$ cat src/rtl/phy_link_ctrl_if.sv
// Request/response MDIO master channel between the PHY link controller and
// the MDIO engine that serialises each access onto the MDC/MDIO pins.
interface phy_link_ctrl_if;
   logic        mdio_req_valid;
   logic        mdio_req_ready;
   logic        mdio_req_write;
   logic [4:0]  mdio_req_phy;
   logic [4:0]  mdio_req_reg;
   logic [15:0] mdio_req_wdata;
   logic        mdio_rsp_valid;
   logic [15:0] mdio_rsp_rdata;

   modport master (
      output mdio_req_valid,
      input  mdio_req_ready,
      output mdio_req_write,
      output mdio_req_phy,
      output mdio_req_reg,
      output mdio_req_wdata,
      input  mdio_rsp_valid,
      input  mdio_rsp_rdata
   );

   modport slave (
      input  mdio_req_valid,
      output mdio_req_ready,
      input  mdio_req_write,
      input  mdio_req_phy,
      input  mdio_req_reg,
      input  mdio_req_wdata,
      output mdio_rsp_valid,
      output mdio_rsp_rdata
   );
endinterface

$ cat src/rtl/phy_link_ctrl.sv
// Ethernet PHY bring-up sequencer: hardware reset, control-register write,
// then periodic status polling that drives the MAC speed strobes and link flag.
module phy_link_ctrl #(
   parameter int unsigned RST_CYCLES  = 500000,
   parameter int unsigned WAIT_CYCLES = 250000,
   parameter int unsigned POLL_CYCLES = 5000000,
   parameter int unsigned RSP_TIMEOUT = 4096,
   parameter logic [4:0]  PHY_ADDR    = 5'h10,
   parameter logic [15:0] CFG_WORD    = 16'h1340
) (
   input  logic clk,
   input  logic rst,
   input  logic restart,
   output logic phy_rst_n,
   phy_link_ctrl_if.master mdio,
   output logic link_up,
   output logic set_10,
   output logic set_1000,
   output logic timeout_err
);

   localparam logic [2:0] ST_PHY_RST  = 3'd0;
   localparam logic [2:0] ST_WAIT     = 3'd1;
   localparam logic [2:0] ST_CFG_REQ  = 3'd2;
   localparam logic [2:0] ST_CFG_RSP  = 3'd3;
   localparam logic [2:0] ST_IDLE     = 3'd4;
   localparam logic [2:0] ST_POLL_REQ = 3'd5;
   localparam logic [2:0] ST_POLL_RSP = 3'd6;

   localparam logic [4:0] REG_CTRL   = 5'd0;
   localparam logic [4:0] REG_STATUS = 5'd17;

   function automatic int unsigned max2(input int unsigned a, input int unsigned b);
      return (a > b) ? a : b;
   endfunction

   localparam int unsigned CNT_MAX = max2(max2(RST_CYCLES, WAIT_CYCLES),
                                          max2(POLL_CYCLES, RSP_TIMEOUT));
   localparam int unsigned CNT_W   = $clog2(CNT_MAX) + 1;

   localparam logic [CNT_W-1:0] RST_LOAD  = CNT_W'(RST_CYCLES - 1);
   localparam logic [CNT_W-1:0] WAIT_LOAD = CNT_W'(WAIT_CYCLES - 1);
   localparam logic [CNT_W-1:0] POLL_LOAD = CNT_W'(POLL_CYCLES - 1);
   localparam logic [CNT_W-1:0] RSP_LOAD  = CNT_W'(RSP_TIMEOUT - 1);
   localparam logic [CNT_W-1:0] CNT_ONE   = {{(CNT_W-1){1'b0}}, 1'b1};

   // Resolved status decode: {link_up, set_1000, set_10}; speed strobes hold
   // their last value whenever the PHY reports no usable link.
   function automatic logic [2:0] decode_status(input logic [1:0] speed,
                                                input logic       resolved,
                                                input logic       link,
                                                input logic       s1000_prev,
                                                input logic       s10_prev);
      logic [2:0] r;
      if (resolved && link && (speed != 2'b11)) begin
         r = {1'b1, (speed == 2'b10), (speed == 2'b00)};
      end else begin
         r = {1'b0, s1000_prev, s10_prev};
      end
      return r;
   endfunction

   logic [2:0]       state_r;
   logic [CNT_W-1:0] cnt_r;
   logic             pending_r;
   logic             phy_rst_n_r;
   logic             req_valid_r;
   logic             req_write_r;
   logic [4:0]       req_reg_r;
   logic [15:0]      req_wdata_r;
   logic             link_up_r;
   logic             set_10_r;
   logic             set_1000_r;
   logic             timeout_err_r;

   logic cnt_zero_s;
   logic accept_s;
   logic restart_go_s;

   assign cnt_zero_s   = (cnt_r == {CNT_W{1'b0}});
   assign accept_s     = req_valid_r & mdio.mdio_req_ready;
   // A restart may only take effect when no request is left dangling on the bus.
   assign restart_go_s = (restart | pending_r) & (~req_valid_r | mdio.mdio_req_ready);

   // Sequencer state, shared down-counter and all registered outputs.
   always_ff @(posedge clk or posedge rst) begin
      if (rst) begin
         state_r       <= ST_PHY_RST;
         cnt_r         <= RST_LOAD;
         pending_r     <= 1'b0;
         phy_rst_n_r   <= 1'b0;
         req_valid_r   <= 1'b0;
         req_write_r   <= 1'b0;
         req_reg_r     <= 5'd0;
         req_wdata_r   <= 16'h0000;
         link_up_r     <= 1'b0;
         set_10_r      <= 1'b0;
         set_1000_r    <= 1'b0;
         timeout_err_r <= 1'b0;
      end else if (restart_go_s) begin
         state_r       <= ST_PHY_RST;
         cnt_r         <= RST_LOAD;
         pending_r     <= 1'b0;
         phy_rst_n_r   <= 1'b0;
         req_valid_r   <= 1'b0;
         req_write_r   <= 1'b0;
         req_reg_r     <= 5'd0;
         req_wdata_r   <= 16'h0000;
         link_up_r     <= 1'b0;
         set_10_r      <= 1'b0;
         set_1000_r    <= 1'b0;
         timeout_err_r <= 1'b0;
      end else begin
         pending_r <= pending_r | restart;
         case (state_r)
            ST_PHY_RST: begin
               if (cnt_zero_s) begin
                  state_r     <= ST_WAIT;
                  phy_rst_n_r <= 1'b1;
                  cnt_r       <= WAIT_LOAD;
               end else begin
                  cnt_r <= cnt_r - CNT_ONE;
               end
            end
            ST_WAIT: begin
               if (cnt_zero_s) begin
                  state_r     <= ST_CFG_REQ;
                  req_valid_r <= 1'b1;
                  req_write_r <= 1'b1;
                  req_reg_r   <= REG_CTRL;
                  req_wdata_r <= CFG_WORD;
               end else begin
                  cnt_r <= cnt_r - CNT_ONE;
               end
            end
            ST_CFG_REQ: begin
               if (accept_s) begin
                  state_r     <= ST_CFG_RSP;
                  req_valid_r <= 1'b0;
                  cnt_r       <= RSP_LOAD;
               end
            end
            ST_CFG_RSP: begin
               if (mdio.mdio_rsp_valid) begin
                  state_r <= ST_IDLE;
                  cnt_r   <= POLL_LOAD;
               end else if (cnt_zero_s) begin
                  state_r       <= ST_IDLE;
                  cnt_r         <= POLL_LOAD;
                  timeout_err_r <= 1'b1;
                  link_up_r     <= 1'b0;
               end else begin
                  cnt_r <= cnt_r - CNT_ONE;
               end
            end
            ST_IDLE: begin
               if (cnt_zero_s) begin
                  state_r     <= ST_POLL_REQ;
                  req_valid_r <= 1'b1;
                  req_write_r <= 1'b0;
                  req_reg_r   <= REG_STATUS;
                  req_wdata_r <= 16'h0000;
               end else begin
                  cnt_r <= cnt_r - CNT_ONE;
               end
            end
            ST_POLL_REQ: begin
               if (accept_s) begin
                  state_r     <= ST_POLL_RSP;
                  req_valid_r <= 1'b0;
                  cnt_r       <= RSP_LOAD;
               end
            end
            ST_POLL_RSP: begin
               if (mdio.mdio_rsp_valid) begin
                  state_r <= ST_IDLE;
                  cnt_r   <= POLL_LOAD;
                  {link_up_r, set_1000_r, set_10_r} <=
                     decode_status(mdio.mdio_rsp_rdata[15:14], mdio.mdio_rsp_rdata[11],
                                   mdio.mdio_rsp_rdata[10], set_1000_r, set_10_r);
               end else if (cnt_zero_s) begin
                  state_r       <= ST_IDLE;
                  cnt_r         <= POLL_LOAD;
                  timeout_err_r <= 1'b1;
                  link_up_r     <= 1'b0;
               end else begin
                  cnt_r <= cnt_r - CNT_ONE;
               end
            end
            default: begin
               state_r     <= ST_PHY_RST;
               cnt_r       <= RST_LOAD;
               phy_rst_n_r <= 1'b0;
               req_valid_r <= 1'b0;
            end
         endcase
      end
   end

   assign phy_rst_n           = phy_rst_n_r;
   assign mdio.mdio_req_valid = req_valid_r;
   assign mdio.mdio_req_write = req_write_r;
   assign mdio.mdio_req_phy   = PHY_ADDR;
   assign mdio.mdio_req_reg   = req_reg_r;
   assign mdio.mdio_req_wdata = req_wdata_r;
   assign link_up             = link_up_r;
   assign set_10              = set_10_r;
   assign set_1000            = set_1000_r;
   assign timeout_err         = timeout_err_r;

endmodule
$ cat src/flat_wrapper.sv
// flat-port wrapper written by rule: the top's interface ports become plain ports
module phy_link_ctrl_flat 
#(
   parameter int unsigned RST_CYCLES  = 500000,
   parameter int unsigned WAIT_CYCLES = 250000,
   parameter int unsigned POLL_CYCLES = 5000000,
   parameter int unsigned RSP_TIMEOUT = 4096,
   parameter logic [4:0]  PHY_ADDR    = 5'h10,
   parameter logic [15:0] CFG_WORD    = 16'h1340
)
  (clk, rst, restart, phy_rst_n, link_up, set_10, set_1000, timeout_err, mdio_mdio_req_valid, mdio_mdio_req_ready, mdio_mdio_req_write, mdio_mdio_req_phy, mdio_mdio_req_reg, mdio_mdio_req_wdata, mdio_mdio_rsp_valid, mdio_mdio_rsp_rdata);
  phy_link_ctrl_if mdio_i ();
  input  logic clk;
  input  logic rst;
  input  logic restart;
  output logic phy_rst_n;
  output logic link_up;
  output logic set_10;
  output logic set_1000;
  output logic timeout_err;
  output wire logic [$bits(mdio_i.mdio_req_valid)-1:0] mdio_mdio_req_valid;
  input wire logic [$bits(mdio_i.mdio_req_ready)-1:0] mdio_mdio_req_ready;
  output wire logic [$bits(mdio_i.mdio_req_write)-1:0] mdio_mdio_req_write;
  output wire logic [$bits(mdio_i.mdio_req_phy)-1:0] mdio_mdio_req_phy;
  output wire logic [$bits(mdio_i.mdio_req_reg)-1:0] mdio_mdio_req_reg;
  output wire logic [$bits(mdio_i.mdio_req_wdata)-1:0] mdio_mdio_req_wdata;
  input wire logic [$bits(mdio_i.mdio_rsp_valid)-1:0] mdio_mdio_rsp_valid;
  input wire logic [$bits(mdio_i.mdio_rsp_rdata)-1:0] mdio_mdio_rsp_rdata;
  assign mdio_mdio_req_valid = mdio_i.mdio_req_valid;
  assign mdio_i.mdio_req_ready = mdio_mdio_req_ready;
  assign mdio_mdio_req_write = mdio_i.mdio_req_write;
  assign mdio_mdio_req_phy = mdio_i.mdio_req_phy;
  assign mdio_mdio_req_reg = mdio_i.mdio_req_reg;
  assign mdio_mdio_req_wdata = mdio_i.mdio_req_wdata;
  assign mdio_i.mdio_rsp_valid = mdio_mdio_rsp_valid;
  assign mdio_i.mdio_rsp_rdata = mdio_mdio_rsp_rdata;
  phy_link_ctrl #(.RST_CYCLES(RST_CYCLES), .WAIT_CYCLES(WAIT_CYCLES), .POLL_CYCLES(POLL_CYCLES), .RSP_TIMEOUT(RSP_TIMEOUT), .PHY_ADDR(PHY_ADDR), .CFG_WORD(CFG_WORD)) u_core (.clk(clk), .rst(rst), .restart(restart), .phy_rst_n(phy_rst_n), .mdio(mdio_i), .link_up(link_up), .set_10(set_10), .set_1000(set_1000), .timeout_err(timeout_err));
endmodule
$ cat config.mk
export PLATFORM = sky130hd
export DESIGN_NAME = phy_link_ctrl_flat
export DESIGN_NICKNAME = d
export VERILOG_FILES = /design/src/rtl/phy_link_ctrl_if.sv /design/src/rtl/phy_link_ctrl.sv /design/src/flat_wrapper.sv
export SDC_FILE = /design/constraint.sdc
export NUM_CORES = 1
export LEC_CHECK = 0
export CAP_MARGIN = 20
export CORE_MARGIN = 5
export CORE_UTILIZATION = 40
export CTS_CLUSTER_SIZE = 8
export DETAILED_ROUTE_END_ITERATION = 8
export SLEW_MARGIN = 20
export SYNTH_ARGS = -nofsm -noshare
export SYNTH_HDL_FRONTEND = slang
export SYNTH_SLANG_ARGS = --single-unit
$ cat constraint.sdc
create_clock -name clk -period 4.3 [get_ports clk]
set_clock_uncertainty 0.15 [all_clocks]
set_input_delay 0.86 -clock clk [delete_from_list [all_inputs] [get_ports clk]]
set_output_delay 0.86 -clock clk [all_outputs]
set_load 0.02 [all_outputs]
==> impl_metrics.ini, run 1 <==
[run_status]
outcome = complete, no violations

[power]
power_density_nw_per_um2 = 417.9
peakVddDrop_mv = 0.1625
power_leakage_nw = 1.164

[cts]
cts_hold_buf = 0
clockRootBuffer = clkbuf_8
clockBufferDepth = 2
cts_setup_buffers = 0
cts_max_level = 2
clk_pin_slew_ns = 0.08
cts_tree = built
cts_buffers = 5
cts_resized = 0
cts_sinks = 36
clkLatencyLatePin_ns = 0.30

[yosys]
netlist.area_leader.share_pct = 23.23
synthTopCellsByArea = dfrtp_1, dfstp_2, buf_4, nand2_1, nor2_1
ys_ff_latch = 36
seq_area_frac_synth_pct = 33.97
ys_types = 66
syn_area_per_cell_sq_um = 8.209
ys.flop_type = dfrtp_1
syn-cell-area_sq_um = 2693
synth_cells = 328
synthArstFlopShare_pct = 100.0
synth.largest_area_cell = dfrtp_1
yosysWarnings = 0
synth_enable_flop_cells = 0

[worst_setup_path]
worstSetupStartpointType = primary input
crit_family = buffers and inverters
slowest_stage = o41a_1
cp.required_ns = 4.37
cp_common_cell = buf_4
arrival_ns = 2.96
crit_chain = clkdlybuf4s50_1 > nor2b_1 > nor2_1 > buf_4 > o41a_1 > buf_4 > o211ai_1 > a21boi_0
critPathBufInv = 3
critical_path_class = primary input to register
max_stage_delay_ns = 0.58
critPathMaxFanout = 12
critPathCaptureType = register

[drt]
routed_via_density = 5.856
wl_per_cell_um = 16.95
first_iter_violations = 236
vias = 2477
drcViolationCount = 0
dr.pass1.iters = 5
ant_nets = 0
wirelength_um = 7171

[sta]
rsz0062_at_grt = false
layout_min_cycle_time_ns = 2.895
tns_ns = 0
slew_violations = 0
setup_viol = 0
finalCritPeriodShare_pct = 67.33
holdWs_ns = 0.3392
maxSlewHeadroom_pct = 45.20
fmaxAchievable_mhz = 345.4
worstMarginPinSlew_ns = 0.8145
hold_viol_final = 0

[placement]
globalplace.congestion = 0.9064
placed_cells = 415
numPortBuffers = 21
dpl.hpwl_um = 5217

[layout]
largest_registers = u_core.cnt_r (24), u_core.state_r (3)
nFillCells = 695
finalNonFillerCells = 423
synthToLayoutAreaGrowth_pct = 9.573
largest_reg_flops = 24
diodes = 0
regMostFlops = u_core.cnt_r
drive_gt1_share_pct = 13.70
layout.nets = 365

[grt]
overflow = 0
antenna_found_initial = 0
grt_pass1_wl_um = 11840
grt_use_total_pct = 17.38
grt_pass1_vias = 2384
grt_max_degree = 37

[floorplan]
ioPinCount = 54
dieArea_sq_um = 8472
die_w_um = 92.05
initial_core_util_pct = 40.30
die_h_um = 92.05
core_area_sq_um = 6681
fp-row-count = 30

[worst_hold_path]
hold_path.class = register to register

[run]
cap_violations = 0
[cell usage after synthesis (4+ instances only)]
| library cell | number |
|---|---|
| nand3_1 | 7 |
| or3_1 | 4 |
| nand2b_1 | 5 |
| o21ai_0 | 19 |
| inv_1 | 11 |
| dfstp_2 | 11 |
| clkbuf_1 | 7 |
| nor4_1 | 5 |
| dfrtp_1 | 25 |
| a21oi_1 | 25 |
| nand2_1 | 37 |
| nor3_1 | 8 |
| nand4_1 | 10 |
| o211ai_1 | 5 |
| buf_4 | 26 |
| a21boi_0 | 4 |
| nor2_1 | 35 |
| a31oi_1 | 5 |
[layout make-up]
| class | instances | area (sq um) | share of cell area (%) |
|---|---|---|---|
| Clock inverter | 2 | 10.01 | 0.3393 |
| Multi-Input combinational cell | 263 | 1562 | 52.93 |
| Tap cell | 80 | 100.1 | 3.393 |
| Sequential cell | 36 | 914.6 | 31.00 |
| Timing Repair Buffer | 25 | 240.2 | 8.142 |
| Inverter | 11 | 41.29 | 1.399 |
| Clock buffer | 6 | 82.58 | 2.799 |
[kinds of logic after synthesis]
logic type | Yosys count | synth area share, %
AO/OA/AOI/OAI | 104 | 27.32
adder cells (fa/ha/maj) | 2 | 0.9292
buffers and inverters | 47 | 10.55
AND/OR/NAND/NOR | 135 | 26.30
other | 2 | 0.2789
XOR/XNOR | 2 | 0.6507
flip-flops | 36 | 33.97
[worst register-to-register path, cell delays in order (launching register included)]
cell and delay [ns]:
dfrtp_1 0.44, nor3_2 0.33, nand4_1 0.45, o41a_1 0.70
buf_4 0.24, o211ai_1 0.09, a21boi_0 0.23
[power by group]
part | switching, mW | internal (mW)
logic | 0.269 | 0.172
registers | 0.109 | 0.422
clock network | 0.133 | 0.128
[placed cells by master, fill, tap and decap left out, types with 6 or more instances in the layout]
cell type | synthesis | final
nor2_1 | 35 | 35
dfstp_2 | 11 | 11
nand2_1 | 37 | 37
o21ai_0 | 19 | 19
nor3_1 | 8 | 8
nand3_1 | 7 | 7
a21oi_1 | 25 | 25
nand4_1 | 10 | 10
clkdlybuf4s50_1 | 0 | 21
conb_1 | 2 | 20
dfrtp_1 | 25 | 25
inv_1 | 11 | 11
clkbuf_8 | 0 | 6
[layer usage]
layer / GRT usage, % / wire length (um)
met5: 0 / 0
met4: 6.931 / 158
met3: 2.871 / 355
met2: 27.55 / 3316
met1: 23.53 / 3340
[stage by stage]
step                area (sq um)  util, %  setup slack [ns]  total power, mW
finish                      2950    44.16             1.405            1.233
global route                2950    44.16             1.293            1.314
CTS                         2950    44.16             1.401            1.234
floorplan                   2760        -             1.985           0.8715
global placement            2858    42.77             1.127           0.9622
detailed placement          2858    42.77             1.112           0.9701
[path summary, 6_finish.rpt]
| path | depth (start not counted) | slack (ns) | endpoint | from |
|---|---|---|---|---|
| max reg2reg | 6 | 1.58 | u_core.cnt_r[1] | u_core.cnt_r[11] |
| max | 8 | 1.40 | u_core.cnt_r[1] | mdio_mdio_req_ready |
| min in group asynchronous | 3 | 0.82 | u_core.state_r[1] | rst |
| max in group asynchronous | 3 | 2.82 | u_core.cnt_r[18] | rst |
| min | 1 | 0.34 | u_core.phy_rst_n | u_core.phy_rst_n |
| min reg2reg | 1 | 0.34 | u_core.phy_rst_n | u_core.phy_rst_n |
No activity file was read; power rests on OpenSTA's default activity.
==> run 2: changes to the inputs <==
==> constraint.sdc (replaced) <==
create_clock -name clk -period 2.84 [get_ports clk]
set_clock_uncertainty 0.15 [all_clocks]
set_input_delay 0.568 -clock clk [delete_from_list [all_inputs] [get_ports clk]]
set_output_delay 0.568 -clock clk [all_outputs]
set_load 0.02 [all_outputs]
==> impl_metrics.ini, run 2 (synthesized netlist as in run 1, its figures left out) <==
[placement]
globalplace.congestion = 0.9168
place_ws_ns = 0.1802
placed_cells = 432
dpl.hpwl_um = 5585
post_dp_cell_area_sq_um = 2998
numPortBuffers = 21

[floorplan]
die_w_um = 92.05
fp-row-count = 30
core_area_sq_um = 6681
initial_core_util_pct = 40.30
die_h_um = 92.05
ioPinCount = 54
dieArea_sq_um = 8472

[cts]
cts_setup_buffers = 0
clkLatencyLatePin_ns = 0.29
clk_pin_slew_ns = 0.08
cts_sinks = 36
cts_hold_buf = 0
clockRootBuffer = clkbuf_8
clockBufferDepth = 2
cts_resized = 0
cts_max_level = 2
cts_tree = built
cts_buffers = 5

[layout]
synthToLayoutAreaGrowth_pct = 14.78
final_area_sq_um = 3090
largest_reg_flops = 24
final_cell_mix = nand2_1, nor2_1, a21oi_1, dfrtp_1, clkdlybuf4s50_1
drive_gt1_share_pct = 17.78
layout.nets = 382
regMostFlops = u_core.cnt_r
largest_registers = u_core.cnt_r (24), u_core.state_r (3)
final_common_cell = nand2_1
finalNonFillerCells = 440
diodes = 0

[power]
power_density_nw_per_um2 = 614.9
finalPower_mw = 1.900
peakVddDrop_mv = 0.3351
power_leakage_nw = 1.251

[sta]
rsz0062_at_grt = false
setup_viol = 0
maxSlewHeadroom_pct = 63.30
hold_viol_final = 0
setup_slack_ns = 0.2690
tns_ns = 0
layout_min_cycle_time_ns = 2.571
finalCritPeriodShare_pct = 90.53
slew_violations = 0
fmaxAchievable_mhz = 389.0
worstMarginPinSlew_ns = 0.5505

[worst_setup_path]
crit_path_start = u_core.cnt_r[0]
critPathMaxFanout = 9
worstRegToRegCells = 8
reg2reg_from = u_core.cnt_r[0]
critPathCaptureType = register
worstSetupStartpointType = register
critical_path_class = register to register
crit_path_end = u_core.cnt_r[1]
arrival_ns = 2.64
reg2reg_setup_slack_ns = 0.27
r2r-end = u_core.cnt_r[1]
cp.required_ns = 2.91

[grt]
grt_max_degree = 37
antenna_found_initial = 0
grt_pass1_vias = 2522
grt_pass1_wl_um = 12700
overflow = 0
grt_use_total_pct = 18.71

[drt]
routed_via_density = 5.736
ant_nets = 0
first_iter_violations = 192
wirelength_um = 7547
drcViolationCount = 0
vias = 2524
dr.pass1.iters = 4
wl_per_cell_um = 17.15

[worst_hold_path]
hold_path.class = register to register

[run_status]
outcome = complete, no violations

[run]
cap_violations = 0
[run 2: cell types whose count changed in the layout (fill, tap and decap cells not counted), sizes merged]
cell and delta:
buf +17
[run 2: worst min path at each step]
| stage | end | cells past startpoint | from | slack [ns] |
|---|---|---|---|---|
| 3_3_place_gp | u_core.phy_rst_n | 1 | u_core.phy_rst_n | 0.32 |
| 2_1_floorplan | u_core.cnt_r[23] | 1 | u_core.cnt_r[23] | 0.32 |
| 5_1_grt | u_core.cnt_r[18] | 2 | u_core.cnt_r[18] | 0.37 |
| 4_1_cts | u_core.phy_rst_n | 1 | u_core.phy_rst_n | 0.35 |
| 3_5_place_dp | u_core.phy_rst_n | 1 | u_core.phy_rst_n | 0.32 |
| 6_report | u_core.phy_rst_n | 1 | u_core.phy_rst_n | 0.34 |
[run 2: metal layers]
| metal | track usage (%) | part of all wire (%) | vias up | wire, um |
|---|---|---|---|---|
| met2 | 30.23 | 47 | 86 | 3538 |
| met1 | 24.59 | 45 | 1202 | 3398 |
| met5 | 0 | 0 | - | 0 |
| met3 | 3.692 | 6.2 | 14 | 468 |
| li1 | - | - | 1222 | - |
| met4 | 7.178 | 1.9 | 0 | 142 |
[run 2: area by class of cell]
cell class	instances	area, sq um
Clock buffer	6	82.58
Clock inverter	2	10.01
Fill cell	689	3591
Inverter	11	41.29
Multi-Input combinational cell	263	1562
Sequential cell	36	914.6
Tap cell	80	100.1
Timing Repair Buffer	42	380.4
[run 2: power by group]
| part | switching [mW] | total, mW | internal [mW] |
|---|---|---|---|
| combinational | 0.421 | 0.713 | 0.292 |
| clock | 0.197 | 0.391 | 0.194 |
| sequential | 0.157 | 0.796 | 0.639 |
[run 2: stage by stage]
step	hold slack, ns	util (%)
after global routing	0.3750	46.25
after detailed placement	0.3234	44.87
after CTS	0.3462	46.25
after global placement	0.3178	44.87
final	0.3350	46.25
after floorplan	0.3205	-
[run 2: critical path, cell delays in order (launching register included)]
cell	delay (ns)
dfstp_2	0.39
inv_1	0.09
ha_1	0.17
nor4b_2	0.35
nand4_2	0.28
o41a_1	0.54
buf_4	0.21
o211ai_1	0.09
a21boi_0	0.21
==> edit 1 (settings of run 2) <==
`WAIT_CYCLES` is set to 250000 in 2 places; all go to 125000.
--- a/src/rtl/phy_link_ctrl.sv
+++ b/src/rtl/phy_link_ctrl.sv
@@ -2,7 +2,7 @@
 // then periodic status polling that drives the MAC speed strobes and link flag.
 module phy_link_ctrl #(
    parameter int unsigned RST_CYCLES  = 500000,
-   parameter int unsigned WAIT_CYCLES = 250000,
+   parameter int unsigned WAIT_CYCLES = 125000,
    parameter int unsigned POLL_CYCLES = 5000000,
    parameter int unsigned RSP_TIMEOUT = 4096,
    parameter logic [4:0]  PHY_ADDR    = 5'h10,
--- a/src/flat_wrapper.sv
+++ b/src/flat_wrapper.sv
@@ -2,7 +2,7 @@
 module phy_link_ctrl_flat 
 #(
    parameter int unsigned RST_CYCLES  = 500000,
-   parameter int unsigned WAIT_CYCLES = 250000,
+   parameter int unsigned WAIT_CYCLES = 125000,
    parameter int unsigned POLL_CYCLES = 5000000,
    parameter int unsigned RSP_TIMEOUT = 4096,
    parameter logic [4:0]  PHY_ADDR    = 5'h10,
Function: same outputs for any inputs over 10 cycles, from zero or initial values and one cycle with rst high; that may be too few to reach the edited logic, so the function may still have changed.
==> edit 1 against run 2 <==
- total power increased by 26%
- sequential cell count unchanged
- synthesized area increased by 10%
- setup slack got worse by 0.092 ns
- critical path depth decreased by 2
- non-clock buffer count increased by 11
- design area increased by 11%
- first-iteration DRC count increased by 69%
- sequential share of layout area decreased by 3.0 points
- routed wire length increased by 19%
- via count increased by 18%
==> edit 1: results (changes against run 2) <==
Fillers: 720 (+4.5%)
Nets: 417 (+9.2%)
Compound-Gate Fraction of Synth Area: 31.3% (+3.9 points)
Ranking of synthesized cells by area: dfrtp_1 21%, dfstp_2 9.7%, buf_4 6.6%
Part of the power in registers: 35.1% (-6.8 points)
Vias per Instance: 6.01 (+4.7%)
Sequential cell area share: 26.6% (-3.0 points)
Drt first-iter violations: 325 (+69%)
Post-place instance area: 0.00335 mm² (+12%)
Post-synthesis mux area share: 1.01% (+1.0 points)
Multi-input gates: 290 (+10%)
Multi-input gate area: 0.00182 mm² (+16%)
Fraction of area in multi-input gates: 52.8% (+2.3 points)
First-pass GRT wire length: 14600 µm (+15%)
Grt met2 use: 31.5% (+1.2 points)
Routability cong.: 0.963 (+5.0%)
Status: finished, final reports clean
Number of global-route vias before repair: 2742 (+8.7%)
Reg2reg start: u_core.cnt_r[23]
Reg2Reg Depth: 6 (-2)
DR pass1 iterations: 5 (+1)
Worst-Margin Slew: 0.768 ns (+0.217 ns)
Total GRT Usage: 20.4% (+1.7 points)
Logic inverters: 8 (-3)
Buffers, non-clock: 53 (+26%)
Routed wire length: 8990 µm (+19%)
Clock buf/inv share: 2.69% (-0.31 points)
Reg2reg end: u_core.cnt_r[0]
Hpwl dp: 6710 µm (+20%)
Worst path max stage delay: 0.59 ns (+0.05 ns)
CP Max Fanout: 5 (-4)
Pleak: 0.00138 µW (+10%)
Layout cells sized above 1: 18.2% (+0.45 points)
Unique masters post-synth: 68 (+3.0%)
GRT met1 Usage: 28.7% (+4.1 points)
Xor and xnor area share after synthesis: 0.885% (+0.23 points)
Peak VDD IR: 0.239 mV (-29%)
Synth Area in Adders: 1.18% (+0.25 points)
Crit path DAT: 2.73 ns (+0.09 ns)
Synthesized cell area: 0.00297 mm² (+10%)
NonClk Buf Share: 13.4% (+1.1 points)
Reg2reg setup slack: 0.18 ns (-0.09 ns)
GR Layer Usage met3: 3.28% (-0.41 points)
edit 1: stage by stage:
stage | hold WS, ns | total power [µW] | instances | worst slack (ns)
5_1_grt | 0.415 | 2530 | 494 | 0.0380
3_3_place_gp | 0.354 | 1970 | 486 | 0.143
3_5_place_dp | 0.347 | 1980 | 486 | 0.116
4_1_cts | 0.370 | 2380 | 494 | 0.218
2_1_floorplan | 0.318 | 1630 | 378 | 0.462
6_report | 0.359 | 2390 | 494 | 0.177
edit 1: worst min-delay path by stage:
stage / from / endpoint / slack [ns] / depth (start not counted)
after floorplan: u_core.cnt_r[23] / u_core.cnt_r[23] / 0.32 / 1
after global placement: u_core.timeout_err / u_core.timeout_err / 0.35 / 2
after detailed placement: u_core.timeout_err / u_core.timeout_err / 0.35 / 2
after CTS: u_core.timeout_err / u_core.timeout_err / 0.37 / 2
after global routing: u_core.cnt_r[3] / u_core.cnt_r[3] / 0.41 / 1
final: u_core.timeout_err / u_core.timeout_err / 0.36 / 2
==> edit 2 (settings of run 2) <==
Without the edit above. Register the output `timeout_err` once more, with the module's reset; this adds one clock of latency there. The other outputs are not delayed to match.
--- a/src/rtl/phy_link_ctrl.sv
+++ b/src/rtl/phy_link_ctrl.sv
@@ -206,6 +206,12 @@
    assign link_up             = link_up_r;
    assign set_10              = set_10_r;
    assign set_1000            = set_1000_r;
-   assign timeout_err         = timeout_err_r;
+   always_ff @(posedge clk or posedge rst) begin
+      if (rst) begin
+         timeout_err <= '0;
+      end else begin
+         timeout_err <= timeout_err_r;
+      end
+   end
 
 endmodule
Check against the original RTL: no difference found for any inputs over 10 cycles, from zero or initial values and one cycle with rst high; that may be too few to reach the edited logic, so the function may still have changed.
==> edit 2 against run 2 <==
- synthesized area rose by 6.0%
- hold slack got worse by 0.080 ns
- setup slack got worse by 0.13 ns
- sequential share of layout area fell by 1.9 points
- global-route usage rose by 0.26 points
- routed wire length rose by 6.4%
- non-clock buffer count rose by 22
- via count rose by 11%
- design area rose by 9.7%
- sequential cell count rose by 1
- first-iteration DRC count fell by 22%
- largest cell class unchanged
Power is not compared: it rests on default switching activity, and its combinational part moved more than twofold at a synthesized area within 25%.
==> edit 2: results (changes against run 2) <==
Worst-Margin Slew: 0.548 ns (-0.00247 ns)
Routed wire length: 8030 µm (+6.4%)
Top FF cell, synth: dfrtp_1
Port bufs: 21 (unchanged)
Slowest CP cell: dfstp_2
Drt first-iter violations: 150 (-22%)
DR pass1 iterations: 5 (+1)
Crit path DAT: 2.78 ns (+0.14 ns)
Ranking of synthesized cells by area: dfrtp_1 23%, dfstp_2 10%, buf_4 7.1%
Largest net degree at the start of global routing: 38 (+2.7%)
Unique masters post-synth: 62 (-6.1%)
Synth top cells by count: 39 x o21ai_0, 36 x nand2_1, 27 x buf_4
Nets: 422 (+10%)
Sequential area share after synthesis: 32.9% (-1.1 points)
Hold Path Origin: u_core.timeout_err_r
Worst path max stage delay: 0.54 ns (about the same)
Synth Warn #: 0 (unchanged)
Number of global-route vias before repair: 2616 (+3.7%)
CP delay by family, top: simple AND/OR/NAND/NOR gates
Hpwl dp: 6080 µm (+8.9%)
Total GRT Usage: 19.0% (+0.26 points)
Worst-Skew Late Latency: 0.29 ns (about the same)
Htree depth: 2 (unchanged)
Status: finished, final reports clean
Layout cells sized above 1: 19.5% (+1.7 points)
First-pass GRT wire length: 13400 µm (+5.6%)
CP Max Fanout: 10 (+1)
Hold Path Class: reg -> reg
Routability cong.: 0.936 (+2.1%)
CTS max path bufs: 2 (unchanged)
Vias: 2800 (+11%)
==> edit 2: changes by cell type after synthesis, sizes merged, moves of 4 or more <==
cell,delta
nor3,+10
nand4,-7
o31ai,+6
a21boi,-4
o21ai,+17
nor2,-8
buf,+6
o211ai,-5
==> edit 2: power groups by stage <==
stage | combinational (µW) | clock (µW) | sequential [µW]
3_5_place_dp | 285 | 0 | 593
2_1_floorplan | 215 | 0 | 583
5_1_grt | 322 | 402 | 588
6_report | 285 | 368 | 583
3_3_place_gp | 277 | 0 | 592
4_1_cts | 285 | 384 | 583
==> edit 2: through the flow <==
stage	instance area, µm²	hold slack (ns)	total power, µW	setup slack, ns	cells
2_1_floorplan	2920	0.204	798	0.418	372
3_3_place_gp	3280	0.225	869	-0.0157	488
3_5_place_dp	3280	0.229	878	-0.193	488
4_1_cts	3370	0.266	1250	0.0752	496
5_1_grt	3390	0.286	1310	0.000720	496
6_report	3390	0.255	1240	0.138	496
==> edit 2: logic make-up after synthesis <==
family | Yosys count | share of synthesized area [%]
and+or+nand+nor | 136 | 26.1
adders and majority gates | 2 | 0.876
buffers and inverters | 57 | 12.0
AOI/OAI and AO/OA | 120 | 27.9
other | 2 | 0.263
DFF | 37 | 32.9
==> edit 2: area by class of cell <==
| class | count | area, µm² |
|---|---|---|
| fill | 692 | 3480 |
| multi-input combinational | 278 | 1670 |
| sequential | 37 | 940 |
| timing repair buffer | 64 | 533 |
| tap | 96 | 120 |
| clock buffer | 6 | 72.6 |
| inverter | 13 | 48.8 |
| clock inverter | 2 | 10.0 |
==> edit 2: what timing repair did <==
item                                    in CTS  in global routing
endpoints found under the setup margin       2                  7
resized for setup                            1                  2
pin swaps                                    0                  1
setup buffers                                0                  0
==> edit 2: final timing paths <==
path / slack (ns) / depth (start not counted) / endpoint
worst max-delay path: 0.14 / 10 / u_core.cnt_r[20]
worst min-delay path: 0.25 / 0 / u_core.timeout_err
min in group asynchronous: 0.52 / 3 / u_core.cnt_r[9]
worst min register to register: 0.25 / 0 / u_core.timeout_err
worst max register to register: 0.14 / 10 / u_core.cnt_r[20]
max in group asynchronous: 1.64 / 3 / u_core.cnt_r[16]
==> edit 2: metal layers <==
| layer | global-route usage [%] | up-vias | wire length, µm |
|---|---|---|---|
| li1 | - | 1347 | - |
| met1 | 27.2 | 1356 | 3810 |
| met2 | 29.5 | 88 | 3660 |
| met3 | 3.19 | 9 | 460 |
| met4 | 5.05 | 0 | 97 |
| met5 | 0 | - | 0 |
